==> src/rtl/board_reader_pkg.sv <==
// ---------------------------------------------------------------------------
// board_reader_pkg
// Shared constants and types for the board readout block:
//   - board geometry (11x11 board, 121 cells, 242 plane bits)
//   - cell codes reported on out_cell
//   - game status codes captured into snap_status
//   - FSM state type used by board_reader
//   - cell_code(): packs the two plane bits of one cell into a cell code
// ---------------------------------------------------------------------------
package board_reader_pkg;

  localparam int BOARD_DIM   = 11;
  localparam int BOARD_CELLS = 121;
  localparam int BOARD_BITS  = 242;

  // Address of the final cell of a readout.
  localparam logic [7:0] LAST_ADDR = 8'd120;
  // Offset of the player1 plane inside the chessboard vector.
  localparam logic [7:0] P1_OFFSET = 8'd121;

  // Cell codes: bit0 = player0 plane, bit1 = player1 plane.
  localparam logic [1:0] CELL_EMPTY   = 2'd0;
  localparam logic [1:0] CELL_P0      = 2'd1;
  localparam logic [1:0] CELL_P1      = 2'd2;
  localparam logic [1:0] CELL_ILLEGAL = 2'd3;

  // Game status codes.
  localparam logic [1:0] GS_PROCESSING = 2'd0;
  localparam logic [1:0] GS_P0_WIN     = 2'd1;
  localparam logic [1:0] GS_P1_WIN     = 2'd2;
  localparam logic [1:0] GS_TIE        = 2'd3;

  typedef enum logic [1:0] {
    ST_IDLE   = 2'd0,
    ST_STREAM = 2'd1,
    ST_DONE   = 2'd2
  } state_e;

  // Both plane bits set yields CELL_ILLEGAL naturally.
  function automatic logic [1:0] cell_code(input logic p0_bit, input logic p1_bit);
    return {p1_bit, p0_bit};
  endfunction

endpackage

==> src/rtl/board_cell_mux.sv <==
// ---------------------------------------------------------------------------
// board_cell_mux
// Combinational selection of one cell from the board snapshot.
// Ports:
//   board_i [241:0] : snapshot planes, player0 bits 0..120, player1 bits 121..241
//   win_i   [120:0] : snapshot winning-line mask (all zero when not built)
//   addr_i  [7:0]   : cell index 0..120
//   cell_o  [1:0]   : {player1 bit, player0 bit} of the addressed cell
//   win_o           : win mask bit of the addressed cell
// Addresses beyond the board return an empty, non-winning cell.
// ---------------------------------------------------------------------------
module board_cell_mux
  import board_reader_pkg::*;
(
  input  logic [241:0] board_i,
  input  logic [120:0] win_i,
  input  logic [7:0]   addr_i,
  output logic [1:0]   cell_o,
  output logic         win_o
);

  // Select the two plane bits and the win bit at addr_i.
  always_comb begin
    cell_o = CELL_EMPTY;
    win_o  = 1'b0;
    if (addr_i <= LAST_ADDR) begin
      // addr_i <= 120, so addr_i + 121 <= 241 fits in 8 bits and addr_i fits in 7.
      cell_o = cell_code(board_i[addr_i], board_i[addr_i + P1_OFFSET]);
      win_o  = win_i[addr_i[6:0]];
    end else begin
      cell_o = CELL_EMPTY;
      win_o  = 1'b0;
    end
  end

endmodule

==> src/rtl/board_reader.sv <==
// ---------------------------------------------------------------------------
// board_reader
// Snapshots an 11x11 two-player board on start and streams it out one cell
// per accepted beat (valid/ready), addresses 0..120, followed by a one-cycle
// done pulse.
// Ports:
//   clk, rst          : clock, synchronous active-high reset
//   start             : readout request, honoured only in IDLE
//   chessboard [241:0]: player0 plane (0..120) then player1 plane (121..241)
//   win_board  [120:0]: winning-line mask
//   game_status [1:0] : game status, captured at snapshot into snap_status
//   busy              : readout in progress
//   out_valid/out_ready: beat handshake
//   out_addr [7:0]    : cell index of the current beat
//   out_cell [1:0]    : cell code of the current beat
//   out_win           : win mask bit of the current beat
//   out_last          : current beat is cell 120
//   snap_status [1:0] : game_status captured at the last snapshot
//   done              : one-cycle pulse after the final beat
// Configuration:
//   BOARD_READER_WIN_EN : when defined, win_board is snapshotted and driven on
//   out_win; otherwise no win register exists and out_win is constant 0.
// ---------------------------------------------------------------------------
module board_reader
  import board_reader_pkg::*;
(
  input  logic         clk,
  input  logic         rst,
  input  logic         start,
  input  logic [241:0] chessboard,
  input  logic [120:0] win_board,
  input  logic [1:0]   game_status,
  output logic         busy,
  output logic         out_valid,
  input  logic         out_ready,
  output logic [7:0]   out_addr,
  output logic [1:0]   out_cell,
  output logic         out_win,
  output logic         out_last,
  output logic [1:0]   snap_status,
  output logic         done
);

  state_e       state_q,       state_d;
  logic [7:0]   addr_q,        addr_d;
  logic [241:0] snap_board_q,  snap_board_d;
  logic [1:0]   snap_status_q, snap_status_d;
  logic [120:0] win_sel_s;
  logic [1:0]   mux_cell_s;
  logic         mux_win_s;
  logic         streaming_s;
  logic         xfer_s;

`ifdef BOARD_READER_WIN_EN
  logic [120:0] snap_win_q, snap_win_d;

  // Win mask snapshot register.
  always_ff @(posedge clk) begin
    if (rst) begin
      snap_win_q <= 121'd0;
    end else begin
      snap_win_q <= snap_win_d;
    end
  end

  // Capture win_board only on an accepted start.
  always_comb begin
    snap_win_d = snap_win_q;
    if ((state_q == ST_IDLE) && start) begin
      snap_win_d = win_board;
    end else begin
      snap_win_d = snap_win_q;
    end
  end

  assign win_sel_s = snap_win_q;
`else
  // win_board is intentionally left unconnected in this build.
  logic unused_win_board_s;
  assign unused_win_board_s = ^win_board;
  assign win_sel_s          = 121'd0;
`endif

  assign streaming_s = (state_q == ST_STREAM);
  assign xfer_s      = streaming_s && out_ready;

  // State, address and snapshot registers.
  always_ff @(posedge clk) begin
    if (rst) begin
      state_q       <= ST_IDLE;
      addr_q        <= 8'd0;
      snap_board_q  <= 242'd0;
      snap_status_q <= 2'd0;
    end else begin
      state_q       <= state_d;
      addr_q        <= addr_d;
      snap_board_q  <= snap_board_d;
      snap_status_q <= snap_status_d;
    end
  end

  // Next-state, address counter and snapshot capture.
  always_comb begin
    state_d       = state_q;
    addr_d        = addr_q;
    snap_board_d  = snap_board_q;
    snap_status_d = snap_status_q;
    case (state_q)
      ST_IDLE: begin
        if (start) begin
          state_d       = ST_STREAM;
          addr_d        = 8'd0;
          snap_board_d  = chessboard;
          snap_status_d = game_status;
        end else begin
          state_d = ST_IDLE;
        end
      end
      ST_STREAM: begin
        // start is not looked at here, so a start during the stream
        // (including on the final transfer) is dropped.
        if (xfer_s) begin
          if (addr_q == LAST_ADDR) begin
            state_d = ST_DONE;
            addr_d  = 8'd0;
          end else begin
            addr_d = addr_q + 8'd1;
          end
        end else begin
          addr_d = addr_q;
        end
      end
      ST_DONE: begin
        state_d = ST_IDLE;
      end
      default: begin
        state_d = ST_IDLE;
        addr_d  = 8'd0;
      end
    endcase
  end

  board_cell_mux u_cell_mux (
    .board_i (snap_board_q),
    .win_i   (win_sel_s),
    .addr_i  (addr_q),
    .cell_o  (mux_cell_s),
    .win_o   (mux_win_s)
  );

  // Output decode; beat fields are forced to zero whenever no beat is offered.
  always_comb begin
    busy        = streaming_s;
    out_valid   = streaming_s;
    done        = (state_q == ST_DONE);
    snap_status = snap_status_q;
    if (streaming_s) begin
      out_addr = addr_q;
      out_cell = mux_cell_s;
      out_win  = mux_win_s;
      out_last = (addr_q == LAST_ADDR);
    end else begin
      out_addr = 8'd0;
      out_cell = CELL_EMPTY;
      out_win  = 1'b0;
      out_last = 1'b0;
    end
  end

endmodule

==> config.mk <==
export PLATFORM = sky130hd
export DESIGN_NAME = board_reader
export DESIGN_NICKNAME = d
export VERILOG_FILES = /design/src/rtl/board_reader_pkg.sv /design/src/rtl/board_cell_mux.sv /design/src/rtl/board_reader.sv
export SDC_FILE = /design/constraint.sdc
export NUM_CORES = 1
export LEC_CHECK = 0
export BUFFER_PORTS_ARGS = -buffer_cell sky130_fd_sc_hd__buf_2
export CAP_MARGIN = 25
export CORE_MARGIN = 3
export CORE_UTILIZATION = 34
export DETAILED_ROUTE_END_ITERATION = 8
export SLEW_MARGIN = 10
export SYNTH_ARGS = -nofsm -noshare
export SYNTH_HDL_FRONTEND = slang
export SYNTH_SLANG_ARGS = --single-unit
==> constraint.sdc <==
create_clock -name clk -period 3.3 [get_ports clk]
set_input_delay 0.495 -clock clk [delete_from_list [all_inputs] [get_ports clk]]
set_output_delay 0.495 -clock clk [all_outputs]
set_load 0.005 [all_outputs]
[After elaboration in Yosys (flattened, before gate mapping)]
Memory sizes are Yosys's and may differ from the RTL's. A register that Yosys moved wholly into a read port is not among the register bits.
Cells that the tools add are included.
Word-level totals
  memories: 1
  bits in read-only memories: 128
  input bits: 369
  logic and storage cells: 44
  output and inout port bits: 17
  register bits: 254
Cells by class
  muxes and demuxes: 21
  equality and inequality tests: 6
  order comparisons: 4
  bitwise gates (word level): 1
  reduce and logical (&&, ||, !) cells: 5
  add/sub/neg operators: 2
Memories
  (name not given): words 128, bits a word 1, rd ports 1, clocked after Yosys merged registers in 1, wr ports 0, line board_cell_mux.sv:29  | win_o = win_i[addr_i[6:0]];
Operators with widths (number)
  8-bit 2-to-1 mux: 4
  8-bit case mux with 3 select lines: 1
  8-bit by 9-bit < comparator with 1-bit output (second input constant): 2
  1-bit binary-select mux with 8-bit select: 2
  7-bit 2-to-1 mux: 2
  8-bit by 1-bit adder with 8-bit output (second input constant): 1
  8-bit by 7-bit adder with 8-bit output (second input constant): 1
  8-bit by 7-bit == test with 1-bit output (second input constant): 1
  8-bit by 7-bit <= comparator with 1-bit output (second input constant): 1
  7-bit by 8-bit < comparator with 1-bit output (second input constant): 1
  2-bit 2-to-1 mux: 4
  1-bit 2-to-1 mux: 7
  2-bit by 1-bit != test with 1-bit output (second input constant): 2
  2-bit case mux with 2 select lines: 1
  2-bit AND reduction: 2
  3-bit AND reduction: 1
  2-bit by 1-bit == test with 1-bit output (second input constant): 1
  2-bit == test (second input constant): 1
  2-bit logical NOT: 1
  2-bit != test (second input constant): 1
  1-bit logical AND: 1
  1-bit NOT: 1

[Depth between registers and ports, before layout]
  word-level depth: 6
  depth in mapped cells: 14
  depth with buffers taken out: 8

[Hierarchy]
A second synthesis with hierarchy kept.
Unflattened totals
  cell total of the unflattened synthesis: 1446
  area total of the unflattened synthesis: 13140.1 µm²
By module, submodules not included
  board_reader: seq. area each 5084.9 µm², times used 1, area an instance 8891.0 µm², cells an instance 1133
  board_cell_mux: seq. area each 0.0 µm², times used 1, area an instance 4249.1 µm², cells an instance 313

[Worst setup path after synthesis]
No wires, ideal clock.
  path type: reg-to-output
  start point: register addr_q[0]
  end point: output port out_cell[1]
  path buffers: 7
  data arrival time: 3.103 ns
  setup slack: -0.298 ns
  stages on the path, launching flop included: 15
  required time: 2.805 ns
  path through: dfxtp_1 -> buf_6 -> buf_2 -> buf_2 -> inv_1 -> ha_1 -> buf_6 -> buf_12 -> buf_4 -> buf_2 -> mux4_2 -> mux2i_1 -> o22ai_1 -> nor4_1 -> o22ai_1
On the way
  cells in the longest elaborated chain, start to end: 5
  elaborated cells between the ends (all ways): 6
  those cells by class: add/sub (1); order compare (1); mux (4)
RTL lines
  start, declared: line board_reader.sv:45  | logic [7:0] addr_q, addr_d;
  start signal, assigned: line board_reader.sv:96  | addr_q <= addr_d;
  8-bit by 7-bit adder with 8-bit output: line board_cell_mux.sv:28  | cell_o = cell_code(board_i[addr_i], board_i[addr_i + P1_OFFSET]);
  1-bit binary-select mux with 8-bit select: line board_cell_mux.sv:28
  1-bit 2-to-1 mux (implied by the code): line board_cell_mux.sv:28
  2-bit 2-to-1 mux (*): line board_cell_mux.sv:26  | if (addr_i <= LAST_ADDR) begin
  2-bit 2-to-1 mux (*): line board_reader.sv:157  | if (streaming_s) begin
  end, declared: line board_reader.sv:37  | output logic [1:0] out_cell,
Every way passes the cells marked *; elsewhere a longest branch is shown, timed or not. The select of a mux whose other input is x is not followed.

[Worst setup path after layout]
Same ends and word-level chain as after synthesis.

==> reports/qor.csv <==
metric;value;unit
setup_viol;2;
route.met3.wl;1.815;mm
ctsHoldBuffers;0;
p_per_area;530.3;nW/um^2
synth_top_area_frac;0.4465;
hpwlAfterDp;22.89;mm
first_iter_violations;518;
core_area;32780;um^2
place.gp.congestion;0.8163;
worst_path_most_repeated_cell;mux4_2;
first_pass_iters;5;
syn2layout_area_growth;26.61;%
worstMarginPinSlew;781.0;ps
cts_tree;built;
crit_fanout;7;
min_period;3751;ps
die_area;35720;um^2
start_util;0.3473;
crit_chain;inv_2, ha_4, buf_12, mux4_2, mux4_2, a22o_1, nor4_2, o22ai_2, buf_2;
synth-seq-cells;254;
vias_per_cell;4.977;
grt_max_degree;125;
synth.area.top_cells;dfxtp_1, nand2_1, mux4_2;
ff2ff_path_depth;7;
hp-class;in2reg;
crit_arrival;3260;ps
ios;386;
die_w;189.0;um
synth_most_common_cell;nand2_1;
cts_buffers;28;
grt_pass1_wl;51.79;mm
drc;0;
fmax;0.2666;GHz
final.setup.tns;-626.0;ps
yosysSeqAreaShare;0.4465;
rr_startpoint;addr_q[3];
min-delay-start;chessboard[78];
antenna_found_initial;2;
drive_gt1_frac;0.2968;
overflow;0;
synth_cells;1312;
clk_latency;540;ps
htree_levels;1;
clkSlewWorstSetupHoldPaths;60;ps
rrSetupSlack;1100;ps
max_slew_margin;0.4793;
syn_area;11390;um^2
finalNetCount;1920;
rsz0062_at_grt;yes;
violations;negative setup slack;
period_share;1.137;
end_kind;output pin;
cp_data_required_time;2800;ps
root_buffer;clkbuf_16;
vdd_drop_max;0.3361;mV
grt_pass1_vias;9867;
synth_flop_cell;dfxtp_1;
maxSlewViolCount;0;
worst_slack;-451.0;ps
max_stage_delay;550;ps
top_layer_used;met5;
crit_type;reg2out;
syn-num-nets;1683;
status;complete, but fails checks;
yosysWarnings;0;
die_h;189.0;um
min_path_cells;3;
final-hold-violation-count;0;
std_cell_rows;66;
wl_met2;15.68;mm
clockBufferDepth;3;
portBuffers;263;
min_to;snap_board_q[78];
synth_edf_count;0;
grtUsageTotal;0.1784;
ys_async_sr_fraction;0;
cts_sinks;254;
synth_area_per_cell;8.679;um^2
synth_area_leader_cell;dfxtp_1;
worst_clock_skew;13.13;ps
vias;10019;
r2r_end;addr_q[0];
start_kind;register;
leakagePower;5.707;nW
worst_path_max_delay_cell;mux4_2;
wl;33.34;mm
ys_types;43;
drt-met1-wl;15.18;mm
wire_per_inst;16.56;um
synth_commonest_cells;nand2_1, dfxtp_1, a21oi_1;
drv_cap;0;
ant_nets;0;
finalPower;0.007645;W
-- through the flow --
step                      cells    util  instance area (um^2)  hold WS [ps]  setup WS, ps
final                      2013  0.4398                 14420         186.0        -451.0
after global routing       2012  0.4397                 14420         172.1        -563.3
after floorplan            1312       -                 11420         431.5         7.728
after CTS                  2007  0.4364                 14310         157.2        -525.4
after global placement     1950  0.4044                 13260         438.5        -60.69
after detailed placement   1950  0.4044                 13260         445.3        -95.83
-- cells by family (layout without fill, tap and decap cells) --
family	after synthesis	in the layout	share of synthesized area
simple gates	558	558	0.1925
compound gates	271	271	0.1233
mux	97	97	0.1794
xor+xnor	14	14	0.01077
fa+ha+maj	2	2	0.002197
other cells	1	2	0.0003293
buf+inv	115	373	0.04494
flops	254	254	0.4465
-- power breakdown --
part           total [W]  switching, W  internal, W
clock network    0.00312       0.00126      0.00186
registers        0.00335     0.0000984      0.00325
logic            0.00117      0.000596     0.000575
total            0.00765       0.00196      0.00569
-- cell type report --
cell class,count,area [um^2]
Sequential cell,254,5090
Antenna cell,1,2.502
Inverter,4,15.01
Fill cell,3273,18370
Clock buffer,41,852.1
Clock inverter,10,83.83
Multi-Input combinational cell,943,5854
Tap cell,442,553.0
Timing Repair Buffer,318,1967
-- registers in the layout (all words and copies together) (netlist names) --
| name | cells |
|---|---|
| snap_board_q | 242 |
| addr_q | 8 |
| state_q | 2 |
| snap_status | 2 |
-- worst max-delay path, delay by kind of cell (launching register included) --
| family | cells | cell delay, ps |
|---|---|---|
| buf+inv | 3 | 370 |
| flops | 1 | 360 |
| fa+ha+maj | 1 | 330 |
| simple gates | 1 | 250 |
| mux | 2 | 1040 |
| compound gates | 2 | 360 |
-- how the worst max path moves through the flow --
stage                        to  cells past startpoint      start  slack [ps]
global route        out_cell[1]                      8  addr_q[0]        -560
finish              out_cell[1]                      9  addr_q[0]        -450
detailed placement  out_cell[1]                      8  addr_q[1]        -100
CTS                 out_cell[1]                     10  addr_q[0]        -530
global placement    out_cell[1]                      8  addr_q[1]         -60
floorplan           out_cell[1]                     12  addr_q[0]           8
-- per-layer routing --
metal / global-route usage / up-vias
met2: 0.2976 / 255
li1: - / 4947
met4: 0.04010 / 4
met3: 0.02740 / 53
met1: 0.2456 / 4760
met5: 0 / -
-- what timing repair did --
action	in CTS	in global routing
cloned	2	2
setup buffers	4	3
setup endpoints to repair	2	2
pin swaps	3	2
resized for setup	17	12
hold endpoints to repair	0	0
-- placed cells by master, fill, tap and decap left out, types with 9 or more instances in the layout --
cell	instances
mux2i_1	10
a21oi_1	251
dfxtp_1	252
mux4_2	81
buf_4	38
buf_2	262
nor2_1	16
clkbuf_16	32
buf_12	9
nand2_1	501
Note: power is estimated with default switching activity, not from simulation.
